<file path="src/rtl/imem_stream_loader_if.sv">
// ==========================================================================
// imem_stream_loader_if : stream-in / Avalon-MM-out bundle of the loader
// Revision: 1.0
// ==========================================================================
`default_nettype none

interface imem_stream_loader_if;
   logic [31:0] s_axis_tdata;
   logic        s_axis_tvalid;
   logic        s_axis_tready;
   logic        s_axis_tlast;
   logic [31:0] avm_address;
   logic [31:0] avm_writedata;
   logic        avm_write;
   logic        avm_waitrequest;

   // master: image source plus imem/mux side; slave: the loader itself
   modport master (
      output s_axis_tdata, s_axis_tvalid, s_axis_tlast,
      input  s_axis_tready,
      input  avm_address, avm_writedata, avm_write,
      output avm_waitrequest
   );

   modport slave (
      input  s_axis_tdata, s_axis_tvalid, s_axis_tlast,
      output s_axis_tready,
      output avm_address, avm_writedata, avm_write,
      input  avm_waitrequest
   );
endinterface

`default_nettype wire

</file>
<file path="src/rtl/imem_stream_loader.sv">
// ==========================================================================
// imem_stream_loader : copies an AXI-Stream program image into imem over Avalon-MM
// Revision: 1.0
// ==========================================================================
`default_nettype none

module imem_stream_loader #(
   parameter int IMEM_NUM_BYTES = 131072,
   parameter int TIMEOUT_CYCLES = 1024,
   parameter int CNT_W          = $clog2(IMEM_NUM_BYTES / 4) + 1
) (
   input  wire logic             clk,
   input  wire logic             reset,
   input  wire logic             start,
   input  wire logic [31:0]      base_addr,
   imem_stream_loader_if.slave   bus,
   output logic                  imem_select,
   output logic                  cpu_hold,
   output logic                  busy,
   output logic                  done,
   output logic                  error,
   output logic [CNT_W-1:0]      words_written
);

   typedef enum logic [2:0] {
      S_IDLE   = 3'd0,
      S_ACCEPT = 3'd1,
      S_WRITE  = 3'd2,
      S_FINISH = 3'd3,
      S_ABORT  = 3'd4
   } state_t;

   localparam logic [32:0] c_imem_limit = 33'(IMEM_NUM_BYTES);
   localparam logic [31:0] c_timeout    = 32'(TIMEOUT_CYCLES);

   state_t           state_q, state_d;
   logic [31:0]      addr_q, addr_d;
   logic [31:0]      data_q, data_d;
   logic             tlast_q, tlast_d;
   logic             tready_q, tready_d;
   logic             write_q, write_d;
   logic             select_q, select_d;
   logic             hold_q, hold_d;
   logic             busy_q, busy_d;
   logic             done_q, done_d;
   logic             error_q, error_d;
   logic [CNT_W-1:0] words_q, words_d;
   logic [31:0]      idle_cnt_q, idle_cnt_d;

   // Status outputs are registered with the state they describe, so they
   // change on the same edge the FSM enters FINISH or ABORT.
   always_comb begin
      state_d    = state_q;
      addr_d     = addr_q;
      data_d     = data_q;
      tlast_d    = tlast_q;
      tready_d   = tready_q;
      write_d    = write_q;
      select_d   = select_q;
      hold_d     = hold_q;
      busy_d     = busy_q;
      done_d     = done_q;
      error_d    = error_q;
      words_d    = words_q;
      idle_cnt_d = idle_cnt_q;

      case (state_q)
         S_IDLE: begin
            if (start) begin
               done_d     = 1'b0;
               error_d    = 1'b0;
               words_d    = '0;
               idle_cnt_d = '0;
               addr_d     = base_addr & ~32'h3;
               hold_d     = 1'b1;
               if ({1'b0, addr_d} >= c_imem_limit) begin
                  state_d = S_ABORT;
                  error_d = 1'b1;
               end else begin
                  state_d  = S_ACCEPT;
                  busy_d   = 1'b1;
                  select_d = 1'b1;
                  tready_d = 1'b1;
               end
            end
         end
         S_ACCEPT: begin
            if (bus.s_axis_tvalid) begin
               data_d     = bus.s_axis_tdata;
               tlast_d    = bus.s_axis_tlast;
               write_d    = 1'b1;
               tready_d   = 1'b0;
               idle_cnt_d = '0;
               state_d    = S_WRITE;
            end else if (TIMEOUT_CYCLES != 0) begin
               idle_cnt_d = idle_cnt_q + 32'd1;
               if (idle_cnt_d >= c_timeout) begin
                  state_d  = S_ABORT;
                  tready_d = 1'b0;
                  busy_d   = 1'b0;
                  select_d = 1'b0;
                  error_d  = 1'b1;
               end
            end
         end
         S_WRITE: begin
            if (!bus.avm_waitrequest) begin
               write_d = 1'b0;
               addr_d  = addr_q + 32'd4;
               if (words_q != {CNT_W{1'b1}}) begin
                  words_d = words_q + 1'b1;
               end
               if (tlast_q) begin
                  state_d  = S_FINISH;
                  busy_d   = 1'b0;
                  select_d = 1'b0;
                  hold_d   = 1'b0;
                  done_d   = 1'b1;
               end else if ({1'b0, addr_q} + 33'd4 >= c_imem_limit) begin
                  state_d  = S_ABORT;
                  busy_d   = 1'b0;
                  select_d = 1'b0;
                  error_d  = 1'b1;
               end else begin
                  state_d  = S_ACCEPT;
                  tready_d = 1'b1;
               end
            end
         end
         S_FINISH, S_ABORT: begin
            state_d = S_IDLE;
         end
         default: begin
            state_d = S_IDLE;
         end
      endcase
   end

   always_ff @(posedge clk) begin
      if (reset) begin
         state_q    <= S_IDLE;
         addr_q     <= '0;
         data_q     <= '0;
         tlast_q    <= 1'b0;
         tready_q   <= 1'b0;
         write_q    <= 1'b0;
         select_q   <= 1'b0;
         hold_q     <= 1'b0;
         busy_q     <= 1'b0;
         done_q     <= 1'b0;
         error_q    <= 1'b0;
         words_q    <= '0;
         idle_cnt_q <= '0;
      end else begin
         state_q    <= state_d;
         addr_q     <= addr_d;
         data_q     <= data_d;
         tlast_q    <= tlast_d;
         tready_q   <= tready_d;
         write_q    <= write_d;
         select_q   <= select_d;
         hold_q     <= hold_d;
         busy_q     <= busy_d;
         done_q     <= done_d;
         error_q    <= error_d;
         words_q    <= words_d;
         idle_cnt_q <= idle_cnt_d;
      end
   end

   // addr_q only advances once a write is accepted, so it doubles as avm_address
   assign bus.s_axis_tready = tready_q;
   assign bus.avm_address   = addr_q;
   assign bus.avm_writedata = data_q;
   assign bus.avm_write     = write_q;
   assign imem_select       = select_q;
   assign cpu_hold          = hold_q;
   assign busy              = busy_q;
   assign done              = done_q;
   assign error             = error_q;
   assign words_written     = words_q;

endmodule

`default_nettype wire

</file>
<file path="src/flat_wrapper.sv">
// flat-port wrapper written by rule: the top's interface ports become plain ports
module imem_stream_loader_flat 
#(
   parameter int IMEM_NUM_BYTES = 131072,
   parameter int TIMEOUT_CYCLES = 1024,
   parameter int CNT_W          = $clog2(IMEM_NUM_BYTES / 4) + 1
)
  (clk, reset, start, base_addr, imem_select, cpu_hold, busy, done, error, words_written, bus_s_axis_tdata, bus_s_axis_tvalid, bus_s_axis_tlast, bus_s_axis_tready, bus_avm_address, bus_avm_writedata, bus_avm_write, bus_avm_waitrequest);
  imem_stream_loader_if bus_i ();
  input  wire logic clk;
  input  wire logic reset;
  input  wire logic start;
  input  wire logic [31:0] base_addr;
  output logic imem_select;
  output logic cpu_hold;
  output logic busy;
  output logic done;
  output logic error;
  output logic [CNT_W-1:0] words_written;
  input wire logic [$bits(bus_i.s_axis_tdata)-1:0] bus_s_axis_tdata;
  input wire logic [$bits(bus_i.s_axis_tvalid)-1:0] bus_s_axis_tvalid;
  input wire logic [$bits(bus_i.s_axis_tlast)-1:0] bus_s_axis_tlast;
  output wire logic [$bits(bus_i.s_axis_tready)-1:0] bus_s_axis_tready;
  output wire logic [$bits(bus_i.avm_address)-1:0] bus_avm_address;
  output wire logic [$bits(bus_i.avm_writedata)-1:0] bus_avm_writedata;
  output wire logic [$bits(bus_i.avm_write)-1:0] bus_avm_write;
  input wire logic [$bits(bus_i.avm_waitrequest)-1:0] bus_avm_waitrequest;
  assign bus_i.s_axis_tdata = bus_s_axis_tdata;
  assign bus_i.s_axis_tvalid = bus_s_axis_tvalid;
  assign bus_i.s_axis_tlast = bus_s_axis_tlast;
  assign bus_s_axis_tready = bus_i.s_axis_tready;
  assign bus_avm_address = bus_i.avm_address;
  assign bus_avm_writedata = bus_i.avm_writedata;
  assign bus_avm_write = bus_i.avm_write;
  assign bus_i.avm_waitrequest = bus_avm_waitrequest;
  imem_stream_loader #(.IMEM_NUM_BYTES(IMEM_NUM_BYTES), .TIMEOUT_CYCLES(TIMEOUT_CYCLES), .CNT_W(CNT_W)) u_core (.clk(clk), .reset(reset), .start(start), .base_addr(base_addr), .bus(bus_i), .imem_select(imem_select), .cpu_hold(cpu_hold), .busy(busy), .done(done), .error(error), .words_written(words_written));
endmodule
</file>
<file path="config.mk">
export PLATFORM = sky130hd
export DESIGN_NAME = imem_stream_loader_flat
export DESIGN_NICKNAME = d
export VERILOG_FILES = /design/src/rtl/imem_stream_loader_if.sv /design/src/rtl/imem_stream_loader.sv /design/src/flat_wrapper.sv
export SDC_FILE = /design/constraint.sdc
export NUM_CORES = 1
export LEC_CHECK = 0
export ABC_AREA = 1
export BUFFER_PORTS_ARGS = -buffer_cell sky130_fd_sc_hd__clkbuf_2
export CAP_MARGIN = 10
export CORE_MARGIN = 10
export CORE_UTILIZATION = 40
export DETAILED_ROUTE_END_ITERATION = 12
export HOLD_SLACK_MARGIN = 0.05
export SETUP_SLACK_MARGIN = 0.3
export SYNTH_ARGS = -nofsm -noshare
export SYNTH_HDL_FRONTEND = slang
export SYNTH_SLANG_ARGS = --single-unit
</file>
<file path="constraint.sdc">
create_clock -name clk -period 6.2 [get_ports clk]
set_input_delay 1.24 -clock clk [delete_from_list [all_inputs] [get_ports clk]]
set_output_delay 1.24 -clock clk [all_outputs]
set_load 0.02 [all_outputs]
</file>
==> results of run 1 <==
-- path summary, 6_finish.rpt --
kind | endpoint | slack [ns] | depth (start not counted)
setup / recovery | u_core.bus.avm_writedata[28] | 3.20 | 5
setup reg to reg | u_core.bus.avm_writedata[21] | 3.48 | 5
hold / removal | u_core.done | 0.45 | 2
hold reg to reg | u_core.done | 0.45 | 2
-- metal layers --
metal	global-route usage, %	wire length, microns
met5	0	0
met4	5.15	368
met3	4.35	1090
met2	29.2	9300
met1	21.8	9050
-- area by class of cell --
type	count	area share (%)
multi-input cells	819	47.9
clock inverters	8	0.886
well taps	220	3.36
flip-flops and latches	120	29.3
repair buffers	155	9.57
clock buffers	22	5.91
inverters	66	3.03
-- kinds of logic (layout without fill, tap and decap cells) --
| logic type | Yosys count | count (layout) | synth area share, % |
|---|---|---|---|
| other cells | 1 | 2 | 0.0558 |
| compound gates | 173 | 173 | 14.2 |
| flops | 120 | 120 | 35.7 |
| simple gates | 620 | 620 | 40.6 |
| fa+ha+maj | 4 | 4 | 0.744 |
| buf+inv | 105 | 251 | 6.08 |
| xor+xnor | 20 | 20 | 2.60 |
-- stage by stage --
stage | area [sq um] | utilization, % | worst slack, ns | instances | power, mW
after global routing | 8190 | 49.5 | 2.93 | 1410 | 2.01
after CTS | 8190 | 49.5 | 3.16 | 1410 | 1.95
after global placement | 7630 | 46.2 | 2.75 | 1380 | 1.01
after floorplan | 6730 | - | 3.73 | 1044 | 0.945
after detailed placement | 7630 | 46.2 | 2.72 | 1380 | 1.02
final | 8190 | 49.5 | 3.20 | 1410 | 1.93
-- critical path, delay by kind of cell --
family / cells / cell delay [ns]
buffers and inverters: 2 / 0.91
AND/OR/NAND/NOR: 3 / 1.12
-- power by group --
part / total [mW] / internal (mW) / leakage [nW] / switching, mW
clock network: 0.933 / 0.585 / 0.270 / 0.348
registers: 0.822 / 0.793 / 0.975 / 0.0290
logic: 0.177 / 0.0628 / 2.14 / 0.115
total: 1.93 / 1.44 / 3.38 / 0.491
-- registers in the layout (all words and copies together) (netlist names) --
signal / cells
u_core.tlast_q: 1
u_core.bus.avm_write: 1
u_core.words_written: 16
u_core.idle_cnt_q: 32
u_core.bus.avm_writedata: 32
u_core.done: 1
u_core.state_q: 3
u_core.bus.avm_address: 30
u_core.imem_select: 1
u_core.cpu_hold: 1
u_core.error: 1
u_core.bus.s_axis_tready: 1
-- placed cells by master, fill, tap and decap left out, drive strengths merged, types with 15 or more instances in the layout --
master,n
nand2,334
nor2,193
clkbuf,174
dfxtp,120
o21ai,78
inv,65
a21oi,49
nand3,43
a31oi,31
nand3b,17
xor2,15
==> results.md, run 1 <==
- Post-synthesis register bit count: between 100 and 150
- Crit Path Max Fanout: 37
- Final number of setup-violating endpoints: 0
- Status: completed
- Critical R2R Launch: u_core.state_q[1]
- H-tree levels: 4
- Clock Tree Buf Depth: 2
- Crit path kind: input port to register
- Wire per inst: ~14 microns
- Final nets: approximately 1,300
- Critical Path AT: around 3.3 ns
- Antenna viol nets, final: 0
- Number of synthesized flops with an enable pin: 0
- Critical path capture point type: register
- Register area: approximately 0.0024 sq mm
- Area Growth Syn to Fin: 21.7%
- Mapped cell area: 0.00673 sq mm
- CP required: 6.49 ns
- Worst-Margin Slew: around 1.1 ns
- Mean post-synth cell area: roughly 6.4 sq um
- CP max stage delay: ~0.8 ns
- Primary FF master, synth: dfxtp_1
- Gr ovfl total: 0
- Initial Util: about two fifths
- Sequential area share after synthesis: a little over a third
- Synthesis Warnings: 0
- Crit path top cell by count: nor2_1
- First-pass GRT wire length: between 30,000 and 40,000 microns
- Diodes inserted: 0
- Final Hold Fails: 0
- RSZ-0062 raised after global routing: false
- Die Y: about 150 microns
- Pleak: roughly 3.4 nW
- Hold_buf cts: 0
- Synth top area share: around 36%
- Post-synth cell types: 41
- Initial antenna violation count: 0
- Final cycle utilization of the critical path: roughly 48%
- # rows: between 40 and 50
- Core ar.: roughly 0.017 sq mm
- Post_cts resized: 0
- Routability congestion estimate: 0.886
- Vias in the first global route: ~6,400
- GRT Total Usage: between 10% and 20%
- HP Class: register to register
- Kind of start point of the critical path: input port
- Routed vias/inst: 4.97
- Hold Worst Slack: between 0.4 and 0.5 ns
- P per Cell Area: roughly 240 mW/mm^2
- Clk_lat worst skew: around 0.41 ns
- Count leader, synth: nand2_1
- Cells after Synth: around 1,000
- Horiz. Die Dim: approximately 150 microns
- Initial DRC Count: a little over 400
- Total wire length: a little under 20,000 microns
- Peak supply drop: about 220 uV
- Sink Count: 120
- Clock slew seen by the registers of the worst setup and hold paths: about 0.05 ns
- Final Skew: between 0.009 and 0.01 ns
- Layout cells sized above 1: between 20% and 30%
- Clock Root Buffer: clkbuf_16
- Largest net degree at the start of global routing: 70
- Relative slew slack: between 20% and 30%
- DPL Wire Length: 14,600 microns
- Crit path cell chain: clkbuf_2 -> nand2_1 -> inv_1 -> nor2_1 -> nor2_1
- Hold_sp: u_core.done
- Max frequency: 334 MHz
- Area occupied by multi-input gates: 0.00392 sq mm
- Crit path time final: 3.00 ns
- Slew Viols, Final: 0
- Crit-path slowest cell: inv_1
- Port buffer count: 152
- Setup TNS: 0 ns
- DRT Pass-1 Iters: 7
- DIE AREA: between 0.02 and 0.025 sq mm
- Ports: ~160
- Fillers: approximately 1,700
- CTS buffer count: 17
- CTS tree: yes
- CP startpoint: bus_s_axis_tvalid
- Synth area leaders: dfxtp_1 (36%), nand2_1 (18%), nor2_1 (9.3%)
- Max cap viols: 0
- Postcts setup bufs: 0
- Most area-hungry cell type in the Yosys netlist: dfxtp_1
- Residual DRC: 0
- Commonest cells post-synth: nand2_1 (320), nor2_1 (166), dfxtp_1 (120)
- Vias: between 7,000 and 8,000
- Async SR Flop Fraction: 0%
Power figures use the tool's default switching activity.
==> run 2, diff against run 1 <==
- ABC_AREA: 1 -> 0
- clock period: 6.2 -> 2.7 ns (I/O delays scaled with it)
==> run 2 against run 1 <==
Compared with the run above:
- sequential cell count stayed put
- synthesized cell count is 14% lower
- critical path depth is 4 higher
- non-clock buffer count is 78 higher
- cell count is 7.4% lower
- sequential power is 130% higher
- die area is 2.9% lower
==> results.md, run 2 <==
- Async SR Flop Fraction: 0%
- Layout cells sized above 1: between 30% and 40%
- Most area-hungry cell type in the Yosys netlist: dfxtp_1
- Relative slew slack: 60.9%
- Port buffer count: about 150
- Synthesis Warnings: 0
- Primary FF master, synth: dfxtp_1
- Post-synthesis register bit count: 120
- Gr ovfl total: 0
- Final Skew: between 0.008 and 0.009 ns
- Largest family of logic cells by synthesized area: simple AND/OR/NAND/NOR gates
- Critical path capture point type: register
- HP Class: input port to register
- Clock Root Buffer: clkbuf_16
- RR Endpoint: u_core.error
- Commonest cells after routing, fill and taps aside: clkbuf_2 (151), nand2_1 (137), nor2_1 (106)
- RSZ-0062 raised after global routing: true
- Horiz. Die Dim: roughly 150 microns
- Share of total power in combinational logic: 15.5%
- Vias in the first global route: 6,751
- Clock Tree Buf Depth: 2
- Diodes inserted: 0
- Mean post-synth cell area: approximately 7.3 sq um
- Clock slew seen by the registers of the worst setup and hold paths: 0.06 ns
- Clock power share: 43.7%
- Post-Synth XOR/XNOR Area: 3.37%
- Hold Worst Slack: about 0.34 ns
- H-tree levels: 4
- Fillers: between 1,500 and 2,000
- Number of synthesized flops with an enable pin: 0
- Mapped cell area: approximately 0.0065 sq mm
- Initial antenna violation count: 0
- Area Growth Syn to Fin: 35.1%
- Max cap viols: 0
- Kind of start point of the critical path: register
- Switching Share: 29.4%
- Antenna viol nets, final: 0
- Vias: 7,036
- Final nets: 1,152
- Synth Area in Adders: less than 1%
- Int Power: 3.33 mW
- R2r setup slk: roughly 0.070 ns
- CP startpoint: u_core.bus.avm_address[21]
- CP required: about 3.0 ns
- Switch Pwr: between 1 and 1.5 mW
- Final Hold Fails: 0
- First-pass GRT wire length: 34,200 microns
- CP Capture Point: u_core.error
- Worst-Margin Slew: 0.587 ns
- Commonest non-fill, non-tap cell in the layout: clkbuf_2
- Crit Path Max Fanout: 6
- Hold_buf cts: 0
- Pleak: between 3 and 4 nW
- Crit path kind: register to register
- Peak supply drop: between 400 and 500 uV
- Die Y: ~150 microns
- Total Power: roughly 4.7 mW
- Cells after Synth: 894
- Crit path time final: about 2.6 ns
- # rows: 46
- Largest net degree at the start of global routing: 58
- CTS tree: yes
- Synth top area share: 36.9%
- Ports: roughly 160
- Critical Path AT: between 2 and 3 ns
- Post-synthesis compound-gate area fraction: between 20% and 30%
- Post-Synth Simple-Gate Area: between 30% and 40%
- Count leader, synth: nand2_1
- Mux cell area share after synthesis: 0.769%
- Slew Viols, Final: 0
- Wire per inst: between 15 and 20 microns
- Sequential area share after synthesis: 36.9%
- Sink Count: between 100 and 150
- Max frequency: between 300 and 400 MHz
- CTS buffer count: 17
- Initial Util: between 40% and 50%
- P per Cell Area: approximately 540 mW/mm^2
- DRT Pass-1 Iters: 5
- DPL Wire Length: 14,500 microns
- Critical R2R Launch: u_core.bus.avm_address[21]
- Final cycle utilization of the critical path: between 90% and 100%
- DIE AREA: about 0.022 sq mm
- R2R depth: 9
- Core ar.: 0.0159 sq mm
- Residual DRC: 0
- Synth area leaders: dfxtp_1 (37%), nand2_1 (8.0%), a21oi_1 (7.7%)
- GRT Total Usage: between 10% and 20%
- Sequential share of power: about two fifths
- Routability congestion estimate: around 0.88
- Total wire length: about 21,000 microns
- Routed vias/inst: between 5 and 6
- Status: completed
- Post-synth cell types: 65
- Commonest cells post-synth: nand2_1 (139), dfxtp_1 (120), nor2_1 (109)
- Initial DRC Count: 495
- Clk_lat worst skew: approximately 0.42 ns
- Final number of setup-violating endpoints: 0
-- run 2: area by class of cell --
type	instances	area, sq um	share of cell area (%)
sequential	120	2430	27.7
clock inverter	13	100	1.14
multi-input combinational	697	4100	46.7
inverter	9	33.8	0.384
clock buffer	18	439	5.00
tap	216	270	3.08
timing repair buffer	233	1410	16.0
-- run 2: worst min-delay path by stage --
stage | startpoint | endpoint | cells past startpoint
detailed placement | u_core.done | u_core.done | 2
CTS | bus_s_axis_tdata[10] | u_core.bus.avm_writedata[10] | 3
finish | bus_s_axis_tdata[0] | u_core.bus.avm_writedata[0] | 3
floorplan | u_core.idle_cnt_q[21] | u_core.idle_cnt_q[21] | 2
global placement | u_core.done | u_core.done | 2
global route | bus_s_axis_tdata[3] | u_core.bus.avm_writedata[3] | 3
-- run 2: cell families after synthesis --
kind of cell | after synthesis
flops | 120
simple gates | 429
fa+ha+maj | 4
xor+xnor | 25
buf+inv | 78
other cells | 1
mux | 5
compound gates | 232
-- run 2: what timing repair did --
action                                  CTS  global route
setup buffers                             6            10
pin swaps                                10             7
endpoints found under the setup margin    8            16
gates cloned                              0             1
resized for setup                        20            44
-- run 2: critical path, stage by stage, from the launching register on --
cell and delay (ns):
dfxtp_1 0.46, and3_1 0.29, nand3_1 0.24, nor4_2 0.37, xor2_1 0.15, nor4_2 0.23, buf_4 0.17, a41oi_4 0.10
or3_1 0.39, o211a_1 0.13
-- run 2: per-layer routing --
metal  vias to the layer above  track usage (%)  part of all wire (%)
met3                        36             4.43                   5.8
met1                      3252             22.9                    44
met4                         0             6.34                   1.7
li1                       3570                -                     -
met5                         -                0                     0
met2                       178             31.2                    49
-- run 2: power groups by stage --
| stage | combinational (mW) | sequential (mW) | clock [mW] |
|---|---|---|---|
| after floorplan | 0.333 | 2.02 | 0 |
| after global placement | 0.687 | 1.95 | 0 |
| after detailed placement | 0.692 | 1.95 | 0 |
| after CTS | 0.704 | 1.91 | 2.11 |
| after global routing | 0.815 | 1.93 | 2.18 |
| final | 0.731 | 1.92 | 2.06 |
-- run 2: metrics by stage --
stage / cell area, sq um / TNS [ns] / utilization [%] / worst slack (ns) / cells
global placement: 7860 / -0.0479 / 49.5 / -0.0479 / 1258
floorplan: 6610 / 0 / - / 0.0618 / 895
detailed placement: 7860 / -0.0840 / 49.5 / -0.0786 / 1258
CTS: 8510 / 0 / 53.6 / 0.0919 / 1295
finish: 8790 / 0 / 55.3 / 0.0703 / 1306
global route: 8790 / -0.185 / 55.3 / -0.114 / 1306
